<file path="config.mk">
export PLATFORM = sky130hd
export DESIGN_NAME = pc_gen
export DESIGN_NICKNAME = d
export VERILOG_FILES = /design/src/rtl/pc_gen_pkg.sv /design/src/rtl/pc_br_cond.sv /design/src/rtl/pc_gen.sv
export SDC_FILE = /design/constraint.sdc
export NUM_CORES = 1
export LEC_CHECK = 0
export ABC_CLOCK_PERIOD_IN_PS = 5400
export CORE_ASPECT_RATIO = 1.75
export CORE_MARGIN = 5
export CORE_UTILIZATION = 32
export DETAILED_ROUTE_END_ITERATION = 6
export GPL_ROUTABILITY_DRIVEN = 0
export PLACE_DENSITY = 0.59
export SLEW_MARGIN = 20
export SYNTH_ARGS = -nofsm -noshare
export SYNTH_HDL_FRONTEND = slang
export SYNTH_HIERARCHICAL = 1
export SYNTH_SLANG_ARGS = --single-unit
</file>
<file path="constraint.sdc">
create_clock -name clk -period 5.4 [get_ports clk]
set_clock_uncertainty 0.2 [all_clocks]
set_input_delay 1.08 -clock clk [delete_from_list [all_inputs] [get_ports clk]]
set_output_delay 1.08 -clock clk [all_outputs]
set_load 0.01 [all_outputs]
</file>
<file path="src/rtl/pc_gen_pkg.sv">
// Shared types for the rvseed fetch PC generator.
// Branch funct3 codes, PC FSM states, alignment helper.
package pc_gen_pkg;

  localparam int RV_CPU_WIDTH = 32;

  localparam logic [2:0] F3_BEQ  = 3'b000;
  localparam logic [2:0] F3_BNE  = 3'b001;
  localparam logic [2:0] F3_BLT  = 3'b100;
  localparam logic [2:0] F3_BGE  = 3'b101;
  localparam logic [2:0] F3_BLTU = 3'b110;
  localparam logic [2:0] F3_BGEU = 3'b111;

  typedef enum logic [1:0] {
    PC_RUN  = 2'd0,
    PC_HOLD = 2'd1,
    PC_HALT = 2'd2
  } pc_state_t;

  // ialign 2 only needs halfword alignment (C extension)
  function automatic logic misaligned(
    input logic [1:0] lo,
    input int         ialign
  );
    if (ialign == 2) return lo[0];
    return |lo;
  endfunction

endpackage

</file>
<file path="src/rtl/pc_br_cond.sv">
// RV32I branch-condition evaluator.
// Pure combinational; reusable by a branch predictor.
module pc_br_cond
  import pc_gen_pkg::*;
(
  input  logic       branch,
  input  logic [2:0] br_funct3,
  input  logic       zero,
  input  logic       lt,
  input  logic       ltu,
  output logic       taken
);

  // decode funct3 into a taken decision; 010/011 never take
  always_comb begin
    taken = 1'b0;
    if (branch) begin
      unique case (br_funct3)
        F3_BEQ:  taken = zero;
        F3_BNE:  taken = !zero;
        F3_BLT:  taken = lt;
        F3_BGE:  taken = !lt;
        F3_BLTU: taken = ltu;
        F3_BGEU: taken = !ltu;
        default: taken = 1'b0;
      endcase
    end
  end

endmodule

</file>
<file path="src/rtl/pc_gen.sv">
// Registered fetch PC generator with redirect priority,
// stalled-redirect pending and debug halt/resume.
module pc_gen
  import pc_gen_pkg::*;
#(
  parameter int                   CPU_WIDTH = RV_CPU_WIDTH,
  parameter logic [CPU_WIDTH-1:0] RESET_VEC = '0,
  parameter int                   IALIGN    = 4
) (
  input  logic                 clk,
  input  logic                 rst,
  output logic                 if_valid,
  input  logic                 if_ready,
  output logic [CPU_WIDTH-1:0] if_pc,
  output logic                 if_kill,
  input  logic                 branch,
  input  logic [2:0]           br_funct3,
  input  logic                 zero,
  input  logic                 lt,
  input  logic                 ltu,
  input  logic                 jump,
  input  logic                 jalr,
  input  logic [CPU_WIDTH-1:0] ex_pc,
  input  logic [CPU_WIDTH-1:0] reg1_rdata,
  input  logic [CPU_WIDTH-1:0] imm,
  input  logic                 trap,
  input  logic [CPU_WIDTH-1:0] trap_vec,
  input  logic                 mret,
  input  logic [CPU_WIDTH-1:0] epc,
  input  logic                 halt_req,
  input  logic                 resume,
  output logic                 halted,
  output logic                 flush,
  output logic                 misalign,
  output logic [CPU_WIDTH-1:0] misalign_addr
);

  pc_state_t            state_q, state_d;
  logic [CPU_WIDTH-1:0] pc_q, pc_d;
  logic [CPU_WIDTH-1:0] pend_pc_q, pend_pc_d;
  logic                 pend_q, pend_d;
  logic                 valid_q, valid_d;

  logic                 br_taken;
  logic [CPU_WIDTH-1:0] add_pc;
  logic [CPU_WIDTH-1:0] add_rs;
  logic [CPU_WIDTH-1:0] ex_tgt;
  logic [CPU_WIDTH-1:0] tgt;
  logic                 ex_redir;
  logic                 ex_bad;
  logic                 sys_redir;
  logic                 stall;
  logic                 accept;

  pc_br_cond u_br_cond (
    .branch    (branch),
    .br_funct3 (br_funct3),
    .zero      (zero),
    .lt        (lt),
    .ltu       (ltu),
    .taken     (br_taken)
  );

  assign add_pc = ex_pc + imm;
  assign add_rs = reg1_rdata + imm;

  assign if_valid = valid_q;
  assign if_pc    = pc_q;
  assign halted   = (state_q == PC_HALT);

  assign stall  = valid_q && !if_ready;
  assign accept = valid_q && if_ready;

  // EX target select and alignment check (jalr beats jal/branch)
  always_comb begin
    ex_redir = jalr || jump || br_taken;
    ex_tgt   = add_pc;
    if (jalr) ex_tgt = {add_rs[CPU_WIDTH-1:1], 1'b0};
    ex_bad   = ex_redir && misaligned(ex_tgt[1:0], IALIGN);
  end

  // redirect arbitration: trap > mret > EX; trap/mret unchecked
  always_comb begin
    sys_redir     = trap || mret;
    flush         = !rst && (sys_redir || (ex_redir && !ex_bad));
    misalign      = !rst && !sys_redir && ex_bad;
    misalign_addr = ex_tgt;
    if (trap)      tgt = trap_vec;
    else if (mret) tgt = epc;
    else           tgt = ex_tgt;
  end

  // next-state, next-pc and kill decode
  always_comb begin
    state_d   = state_q;
    pc_d      = pc_q;
    pend_pc_d = pend_pc_q;
    pend_d    = pend_q;
    valid_d   = valid_q;
    if_kill   = 1'b0;
    unique case (state_q)
      PC_RUN: begin
        valid_d = 1'b1;
        if (flush && stall) begin
          // if_pc must stay put until the beat is taken
          pend_pc_d = tgt;
          pend_d    = 1'b1;
          state_d   = PC_HOLD;
        end else begin
          if (flush)       pc_d = tgt;
          else if (accept) pc_d = pc_q + CPU_WIDTH'(4);
          if (halt_req && !stall) begin
            state_d = PC_HALT;
            valid_d = 1'b0;
          end
        end
      end
      PC_HOLD: begin
        valid_d = 1'b1;
        if (flush) pend_pc_d = tgt;
        if (if_ready) begin
          // stale beat leaves now; newest redirect wins
          if_kill = 1'b1;
          pc_d    = flush ? tgt : pend_pc_q;
          pend_d  = 1'b0;
          state_d = PC_RUN;
        end
      end
      PC_HALT: begin
        valid_d = 1'b0;
        if (flush)  pc_d    = tgt;
        if (resume) state_d = PC_RUN;
      end
      default: begin
        state_d = PC_RUN;
        valid_d = 1'b0;
        pend_d  = 1'b0;
      end
    endcase
  end

  // state registers, async reset
  always_ff @(posedge clk or posedge rst) begin
    if (rst) begin
      state_q   <= PC_RUN;
      pc_q      <= RESET_VEC;
      pend_pc_q <= RESET_VEC;
      pend_q    <= 1'b0;
      valid_q   <= 1'b0;
    end else begin
      state_q   <= state_d;
      pc_q      <= pc_d;
      pend_pc_q <= pend_pc_d;
      pend_q    <= pend_d;
      valid_q   <= valid_d;
    end
  end

endmodule

</file>
==> results of run 1 <==
==> through the flow <==
stage / setup TNS [ns] / total power [mW] / utilization / instance area [um2] / std cells
detailed placement: -7.30 / 3.96 / 0.476 / 12900 / 1924
CTS: -0.0804 / 4.66 / 0.496 / 13500 / 1952
finish: 0 / 4.68 / 0.500 / 13600 / 1961
floorplan: 0 / 2.68 / - / 8770 / 1170
global placement: -6.74 / 3.92 / 0.476 / 12900 / 1924
global route: -0.0322 / 5.01 / 0.500 / 13600 / 1960
==> worst max-delay path, stage by stage <==
cell,delay [ns]
clkdlybuf4s50_1,0.43
ha_1,0.33
nand2_1,0.09
nor2_1,0.27
o2111ai_1,0.22
a2111oi_4,0.62
o31ai_2,0.14
buf_4,0.15
xor2_1,0.15
mux2i_2,0.24
dlygate4sd2_1,0.31
==> layout make-up <==
cell class	count	area, um2	share of cell area
multi-input combinational	1013	6920	0.510
clock inverter	5	75.1	0.00553
clock buffer	11	253	0.0186
timing repair buffer	464	4080	0.300
tap	369	462	0.0340
inverter	25	93.8	0.00691
antenna	7	17.5	0.00129
sequential	67	1680	0.124
==> flip-flops by register name (all words and copies together), names as in the netlist <==
signal and cells:
if_pc 32, pend_pc_q 32, state_q 2, if_valid 1
==> power by group through the flow <==
stage               logic [mW]  registers [mW]  clock network, mW
global placement          2.91            1.01                  0
detailed placement        2.95            1.02                  0
global route              3.28            1.05              0.683
floorplan                 1.69           0.995                  0
CTS                       2.98            1.01              0.667
finish                    3.00            1.01              0.664
==> cells by family (layout without fill, tap and decap cells) <==
family | after synthesis | after routing | synth area share
xor gates and xnor gates | 72 | 72 | 0.0719
and+or+nand+nor | 376 | 376 | 0.194
buffers and inverters | 90 | 505 | 0.0494
DFF | 67 | 67 | 0.191
other | 0 | 7 | 0
muxes | 37 | 37 | 0.0446
AOI/OAI and AO/OA | 460 | 460 | 0.350
adders and majority gates | 68 | 68 | 0.0987
==> final timing paths <==
kind                                      to  slack, ns  cells after the start
setup reg to reg                   if_pc[28]       2.21                     10
hold reg to reg                 pend_pc_q[6]       0.27                      2
setup / recovery           misalign_addr[24]       0.07                     11
min in group asynchronous      pend_pc_q[13]       1.13                      3
max in group asynchronous          if_pc[28]       3.02                      4
hold / removal                  pend_pc_q[6]       0.27                      2
==> repair_timing <==
| item | CTS | global route |
|---|---|---|
| buffers inserted | 12 | 3 |
| setup endpoints to repair | 22 | 16 |
| resized for setup | 77 | 29 |
| pin swaps | 27 | 24 |
==> metal layers <==
| layer | part of all wire | vias to the layer above | GRT usage | routed length (um) |
|---|---|---|---|---|
| met5 | 0 | - | 0 | 0 |
| met2 | 0.54 | 360 | 0.448 | 21000 |
| met4 | 0.053 | 0 | 0.137 | 2030 |
| li1 | - | 5199 | - | - |
| met1 | 0.37 | 5157 | 0.254 | 14200 |
| met3 | 0.038 | 91 | 0.0244 | 1460 |
==> synthesized netlist by cell type (23+ instances only) <==
| library cell | count |
|---|---|
| nand2_1 | 162 |
| o21ai_0 | 115 |
| a21oi_1 | 100 |
| nor2_1 | 80 |
| dfrtp_1 | 67 |
| ha_1 | 66 |
| a21o_1 | 43 |
| clkbuf_1 | 43 |
| nand3_1 | 40 |
| xnor2_1 | 40 |
| xor2_1 | 32 |
| mux2i_1 | 25 |
| a31oi_1 | 23 |
| inv_1 | 23 |
==> out/metrics.cfg, run 1 <==
[status]
status = finished clean

[cts]
clk_pin_slew_ns = 0.06
cts-root-buf = clkbuf_16
htree_levels = 3
clock_latency_ns = 0.35
clk_path_buf_depth = 2
cts_tree = yes
numClockSinks = 67
cts_buffers = 9
hold_buffers = 0

[synthesis]
yosys.area.top_type = dfrtp_1
async_flop_share = 1.00
avgSynthCellArea_um2 = 7.50
yosys_warnings = 6
synth_cells = 1170
synthTopCellsByArea = dfrtp_1 19%, ha_1 9.4%, nand2_1 6.9%
yosysUniqueCellTypes = 90
synthFlopType = dfrtp_1
ys_seq_area_frac = 0.191
synth_edf_count = 0
synth_seq_cells = 67
syn_area_um2 = 8770
synth_nets = 1414
synth.top_cell.area_share = 0.191

[placed_design]
dp_slack_ns = -0.638
io_buffers = 244
hpwlAfterDp_um = 31500

[layout]
nets = 1824
nFillCells = 2645
mostFrequentLayoutCells = 218 x buf_4, 211 x clkdlybuf4s50_1, 162 x nand2_1
final_common_cell = buf_4
area_delta_synth_final_pct = 54.7
drive_gt1_frac = 0.205

[drt]
wl_per_cell_um = 19.7
first_iter_violations = 708
post-route-drc-count = 0
routed_wl_um = 38700
viasPerCell = 5.51
firstDrtPassIters = 5
drtAntennaViolNets = 0
vias = 10800

[grt]
grt_max_degree = 51
grt_pass1_wl_um = 58100
grt_remaining_overflow = 0
grt_pass1_vias = 10700
grtUsageTotal = 0.239
antenna_found_initial = 7

[sta]
period_needed_ns = 5.33
max_slew_margin = 0.353
holdWs_ns = 0.267
worst_pin_slew_ns = 0.961
drv_slew = 0
worst_slack_ns = 0.0729
setup_viol = 0
hold_viol_final = 0
fmax_mhz = 188
fin_crit_sh = 0.986
rsz0062_at_grt = yes

[setup_path]
critPathLaunchType = input pin
cp_max_fo = 3
arrival_ns = 4.05
cp-startpoint = imm[16]
critPathKind = input pin to output pin
cp-end-kind = output pin
r2r-start = if_pc[10]
cp_data_required_time_ns = 4.12

[worst_hold_path]
min_from = pend_pc_q[6]
hold_class = flop to flop

[pwr]
combPwrFrac = 0.642
p_clk_frac = 0.142
share_seq_of_total_power = 0.216
switchingPower_mw = 2.10
ir_worst_vdd_uv = 224
swShare = 0.448
powerDensity_nw_per_um2 = 345
p_int_mw = 2.58
leakage_nw = 6.03

[floorplanning]
io_pins = 245
placementRows = 80
die_x_um = 135
die-area_um2 = 31000
core-area_um2 = 27100
start_util = 0.323
die_h_um = 229

[flow_run]
cap_violations = 0

Note: power is estimated with default switching activity, not from simulation.
==> run 2: changes to the inputs <==
--- a/config.mk
+++ b/config.mk
@@ -12,6 +12,7 @@
 export DETAILED_ROUTE_END_ITERATION = 6
 export GPL_ROUTABILITY_DRIVEN = 0
 export PLACE_DENSITY = 0.59
+export SKIP_LAST_GASP = 1
 export SLEW_MARGIN = 20
 export SYNTH_ARGS = -nofsm -noshare
 export SYNTH_HDL_FRONTEND = slang
==> out/metrics.cfg, run 2 (synthesized netlist as in run 1, its figures left out) <==
[placed_design]
io_buffers = 244  ; unchanged
hpwlAfterDp_um = 31500  ; unchanged
dp_slack_ns = -0.638  ; unchanged
dpl_cell_area_um2 = 12900  ; unchanged
dp_cells = 1924  ; unchanged

[floorplanning]
die-area_um2 = 31000  ; unchanged
placementRows = 80  ; unchanged
core-area_um2 = 27100  ; unchanged
die_h_um = 229  ; unchanged
io_pins = 245  ; unchanged
die_x_um = 135  ; unchanged
start_util = 0.323  ; unchanged

[layout]
utilization = 0.499  ; -0.00166
mostFrequentLayoutCells = 219 x buf_4, 213 x clkdlybuf4s50_1, 162 x nand2_1
drive_gt1_frac = 0.204  ; -0.000631
multi_input_area_um2 = 6880  ; -0.52%
nFillCells = 2654  ; +0.34%
regArea_um2 = 1680  ; unchanged
stdcell_area_um2 = 13500  ; -0.33%
nets = 1824  ; unchanged
area_delta_synth_final_pct = 54.2
finalNonFillerCells = 1961  ; unchanged
final_common_cell = buf_4

[cts]
numClockSinks = 67  ; unchanged
clk_pin_slew_ns = 0.05  ; about the same
clock_latency_ns = 0.35  ; about the same
cts-root-buf = clkbuf_16
cts_tree = yes
cts_buffers = 9  ; unchanged
hold_buffers = 0  ; unchanged
clk_path_buf_depth = 2  ; unchanged
htree_levels = 3  ; unchanged

[grt]
grt_pass1_wl_um = 58100  ; about the same
grt_remaining_overflow = 0  ; unchanged
grtUsageTotal = 0.239  ; about the same
antenna_found_initial = 7  ; unchanged
grt_pass1_vias = 10700  ; -0.22%
grt_max_degree = 51  ; unchanged

[drt]
viasPerCell = 5.49  ; -0.43%
first_iter_violations = 708  ; unchanged
wl_per_cell_um = 19.7  ; -0.11%
routed_wl_um = 38600  ; -0.11%
vias = 10800  ; -0.43%
drtAntennaViolNets = 0  ; unchanged
post-route-drc-count = 0  ; unchanged
firstDrtPassIters = 5  ; unchanged

[sta]
fmax_mhz = 187  ; -0.53%
rsz0062_at_grt = yes
worst_pin_slew_ns = 0.988  ; +0.0276 ns
period_needed_ns = 5.36  ; +0.0283 ns
fin_crit_sh = 0.992  ; +0.00524
setup_viol = 0  ; unchanged
tns_ns = 0  ; unchanged
worst_slack_ns = 0.0447  ; -0.0283 ns
holdWs_ns = 0.267  ; -0.000189 ns
hold_viol_final = 0  ; unchanged
max_slew_margin = 0.340  ; -0.0132
drv_slew = 0  ; unchanged

[setup_path]
critPathLaunchType = input pin
cp_data_required_time_ns = 4.12  ; about the same
arrival_ns = 4.08  ; +0.03 ns
cp_max_fo = 3  ; unchanged
critPathKind = input pin to output pin
cp-end-kind = output pin
r2r-start = state_q[1]
cp-startpoint = imm[9]

[status]
status = finished clean

[pwr]
powerDensity_nw_per_um2 = 345  ; about the same
leakage_nw = 5.99  ; -0.64%
ir_worst_vdd_uv = 224  ; -0.40%
power_mw = 4.67  ; -0.27%

[flow_run]
cap_violations = 0  ; unchanged

[worst_hold_path]
min_from = pend_pc_q[6]
hold_class = flop to flop

run 2: path summary, 6_finish.rpt:
check	to	slack, ns	cells after the start
max	misalign_addr[30]	0.04	15
min	pend_pc_q[6]	0.27	2
max reg2reg	if_pc[18]	2.22	8
min reg2reg	pend_pc_q[6]	0.27	2
max in group asynchronous	if_pc[31]	3.02	4
min in group asynchronous	pend_pc_q[12]	1.14	3
run 2: report_power, final:
group | internal (mW) | switching [mW] | total, mW
logic | 1.40 | 1.59 | 2.99
registers | 0.750 | 0.262 | 1.01
clock network | 0.427 | 0.233 | 0.660
run 2: cell type report:
type | instances | share of cell area
Timing Repair Buffer | 464 | 0.301
Clock buffer | 11 | 0.0187
Antenna cell | 7 | 0.00130
Tap cell | 369 | 0.0341
Multi-Input combinational cell | 1013 | 0.509
Inverter | 25 | 0.00694
Clock inverter | 5 | 0.00555
Sequential cell | 67 | 0.124
run 2: worst max-delay path, cell delays in order:
cell and delay, ns:
clkdlybuf4s50_1 0.48, ha_1 0.38, nand3_2 0.10, buf_4 0.15, nor2_2 0.15, a211oi_2 0.10, buf_4 0.15, nor2_1 0.15
a31oi_1 0.11, buf_4 0.15, o21ai_1 0.27, a31o_2 0.21, mux2_2 0.34, nand2_1 0.09, clkbuf_2 0.14
run 2: metal layers:
metal / wire (um) / vias up / share of wire / track usage
met5: 0 / - / 0 / 0
met4: 2070 / 0 / 0.054 / 0.135
met3: 1520 / 95 / 0.039 / 0.0242
met2: 20900 / 352 / 0.54 / 0.448
met1: 14100 / 5116 / 0.37 / 0.254
li1: - / 5198 / - / -
run 2: what timing repair did:
| action | CTS | global route |
|---|---|---|
| endpoints found under the setup margin | 22 | 16 |
| setup buffers | 12 | 2 |
| pin swaps | 26 | 24 |
| hold endpoints to repair | 0 | 0 |
| gates resized for setup | 69 | 28 |
==> run 3: changes to the inputs <==
--- a/config.mk
+++ b/config.mk
@@ -8,10 +8,11 @@
 export ABC_CLOCK_PERIOD_IN_PS = 5400
 export CORE_ASPECT_RATIO = 1.75
 export CORE_MARGIN = 5
-export CORE_UTILIZATION = 32
+export CORE_UTILIZATION = 50
+export CTS_CLUSTER_SIZE = 12
 export DETAILED_ROUTE_END_ITERATION = 6
 export GPL_ROUTABILITY_DRIVEN = 0
-export PLACE_DENSITY = 0.59
+export PLACE_DENSITY = 0.85
 export SKIP_LAST_GASP = 1
 export SLEW_MARGIN = 20
 export SYNTH_ARGS = -nofsm -noshare
==> out/metrics.cfg, run 3 (synthesized netlist as in run 1, its figures left out) <==
[status]
status = finished, violations left
violations = DRC, setup timing

[drt]
routed_wl_um = 38400  ; -0.59%
viasPerCell = 6.49  ; +18%
vias = 11600  ; +8.0%
drtAntennaViolNets = 0  ; unchanged
first_iter_violations = 1034  ; +46%
post-route-drc-count = 1  ; +1
wl_per_cell_um = 21.4  ; +8.9%
firstDrtPassIters = 7  ; +2

[pwr]
p_clk_frac = 0.131  ; -0.010
share_seq_of_total_power = 0.217  ; about the same
switchingPower_mw = 2.13  ; +1.9%
swShare = 0.457  ; +0.00923
combPwrFrac = 0.652  ; +0.010
powerDensity_nw_per_um2 = 354  ; +2.6%
ir_worst_vdd_uv = 320  ; +43%
p_int_mw = 2.53  ; -1.9%
leakage_nw = 5.87  ; -2.0%

[layout]
stdcell_area_um2 = 13200  ; -2.7%
final_common_cell = clkdlybuf4s50_1
drive_gt1_frac = 0.186  ; -0.0186
area_delta_synth_final_pct = 50.0
mostFrequentLayoutCells = 215 x clkdlybuf4s50_1, 188 x buf_4, 162 x nand2_1
nets = 1794  ; -1.6%
finalNonFillerCells = 1790  ; -8.7%

[setup_path]
reg2reg_depth = 10  ; +2
cp_max_fo = 4  ; +1
crit_chain = clkdlybuf4s50_1 -> ha_1 -> o211ai_1 -> o21bai_1 -> o2111a_2 -> buf_4 -> or2_1 -> a221o_1 -> buf_4 -> a21oi_2 -> xor2_1 -> mux2i_2 -> buf_2
cp-end-kind = output pin
arrival_ns = 4.13  ; +0.05 ns
critPathLaunchType = input pin
crit_slowest_cell = clkdlybuf4s50_1
cpPeakStageDelay_ns = 0.41  ; -0.07 ns
cp_data_required_time_ns = 4.12  ; about the same
cpMostUsedCell = buf_4
critPathKind = input pin to output pin

[cts]
clk_path_buf_depth = 2  ; unchanged
clk_pin_slew_ns = 0.05  ; about the same
cts_buffers = 9  ; unchanged
htree_levels = 3  ; unchanged
hold_buffers = 0  ; unchanged
numClockSinks = 67  ; unchanged
cts-root-buf = clkbuf_16
clock_latency_ns = 0.34  ; about the same
cts_tree = yes

[floorplanning]
die_x_um = 110  ; -19%
io_pins = 245  ; unchanged
start_util = 0.505  ; +0.181
placementRows = 64  ; -20%
core-area_um2 = 17400  ; -36%
die-area_um2 = 20400  ; -34%
die_h_um = 185  ; -19%

[grt]
grt_max_degree = 46  ; -9.8%
grt_remaining_overflow = 0  ; unchanged
antenna_found_initial = 5  ; -2
grt_pass1_vias = 11600  ; +8.3%
grt_pass1_wl_um = 58300  ; +0.40%
grtUsageTotal = 0.366  ; +0.127

[placed_design]
dp_slack_ns = -0.554  ; +0.0835 ns
io_buffers = 244  ; unchanged
dp_cells = 1755  ; -8.8%
dpl_cell_area_um2 = 12500  ; -3.1%
hpwlAfterDp_um = 29000  ; -7.9%

[sta]
fmax_mhz = 185  ; -1.1%
rsz0062_at_grt = yes
hold_viol_final = 0  ; unchanged
tns_ns = -0.0216  ; -0.0216 ns
worst_slack_ns = -0.0140  ; -0.0586 ns
setup_viol = 2  ; +2
drv_slew = 0  ; unchanged
period_needed_ns = 5.41  ; +0.0586 ns
worst_pin_slew_ns = 0.944  ; -0.0443 ns
holdWs_ns = 0.273  ; +0.00554 ns
max_slew_margin = 0.365  ; +0.0244
fin_crit_sh = 1.00  ; +0.0109

[flow_run]
cap_violations = 0  ; unchanged

[worst_hold_path]
hold_depth = 2  ; unchanged
hold_class = flop to flop

run 3: worst paths after layout:
kind                               from  slack [ns]           endpoint
setup / recovery               ex_pc[2]       -0.01  misalign_addr[21]
hold / removal             pend_pc_q[6]        0.27       pend_pc_q[6]
setup reg to reg              if_pc[10]        2.18          if_pc[30]
hold reg to reg            pend_pc_q[6]        0.27       pend_pc_q[6]
max in group asynchronous           rst        2.90           if_pc[4]
min in group asynchronous           rst        1.13      pend_pc_q[12]
run 3: metrics by stage:
step | utilization | total power [mW]
2_1_floorplan | - | 2.68
3_3_place_gp | 0.720 | 3.81
4_1_cts | 0.751 | 4.55
6_report | 0.757 | 4.66
3_5_place_dp | 0.720 | 3.90
5_1_grt | 0.757 | 4.93
run 3: worst max-delay path: cells and delay by family:
| family | cells | cell delay, ns |
|---|---|---|
| AO/OA/AOI/OAI | 5 | 1.19 |
| XOR/XNOR | 1 | 0.10 |
| adder cells (fa/ha/maj) | 1 | 0.32 |
| buffers and inverters | 4 | 0.91 |
| multiplexers | 1 | 0.30 |
| AND/OR/NAND/NOR | 1 | 0.24 |
run 3: metal layers:
metal | up-vias | GRT usage | share of wire
li1 | 5132 | - | -
met1 | 5355 | 0.383 | 0.33
met5 | - | 0 | 0.00036
met2 | 858 | 0.628 | 0.50
met4 | 2 | 0.286 | 0.088
met3 | 275 | 0.0694 | 0.083
run 3: layout make-up:
type                       instances  area (um2)
clock inverter                     4        48.8
sequential                        67        1680
clock buffer                      12         256
antenna                            4        10.0
timing repair buffer             434        3860
multi-input combinational       1013        6920
fill                            1215        4220
tap                              231         289
inverter                          25        93.8
run 3: timing repair:
action                                  CTS  global route
cloned                                    0             0
pin swaps                                16            21
gates resized for setup                  61            34
endpoints found under the setup margin   21            19
buffers inserted                         11             4
run 3: power by group through the flow:
stage / logic (mW) / clock network [mW] / registers, mW
floorplan: 1.69 / 0 / 0.995
global placement: 2.81 / 0 / 0.995
detailed placement: 2.90 / 0 / 1.01
CTS: 2.94 / 0.606 / 0.999
global route: 3.26 / 0.628 / 1.04
finish: 3.04 / 0.608 / 1.01
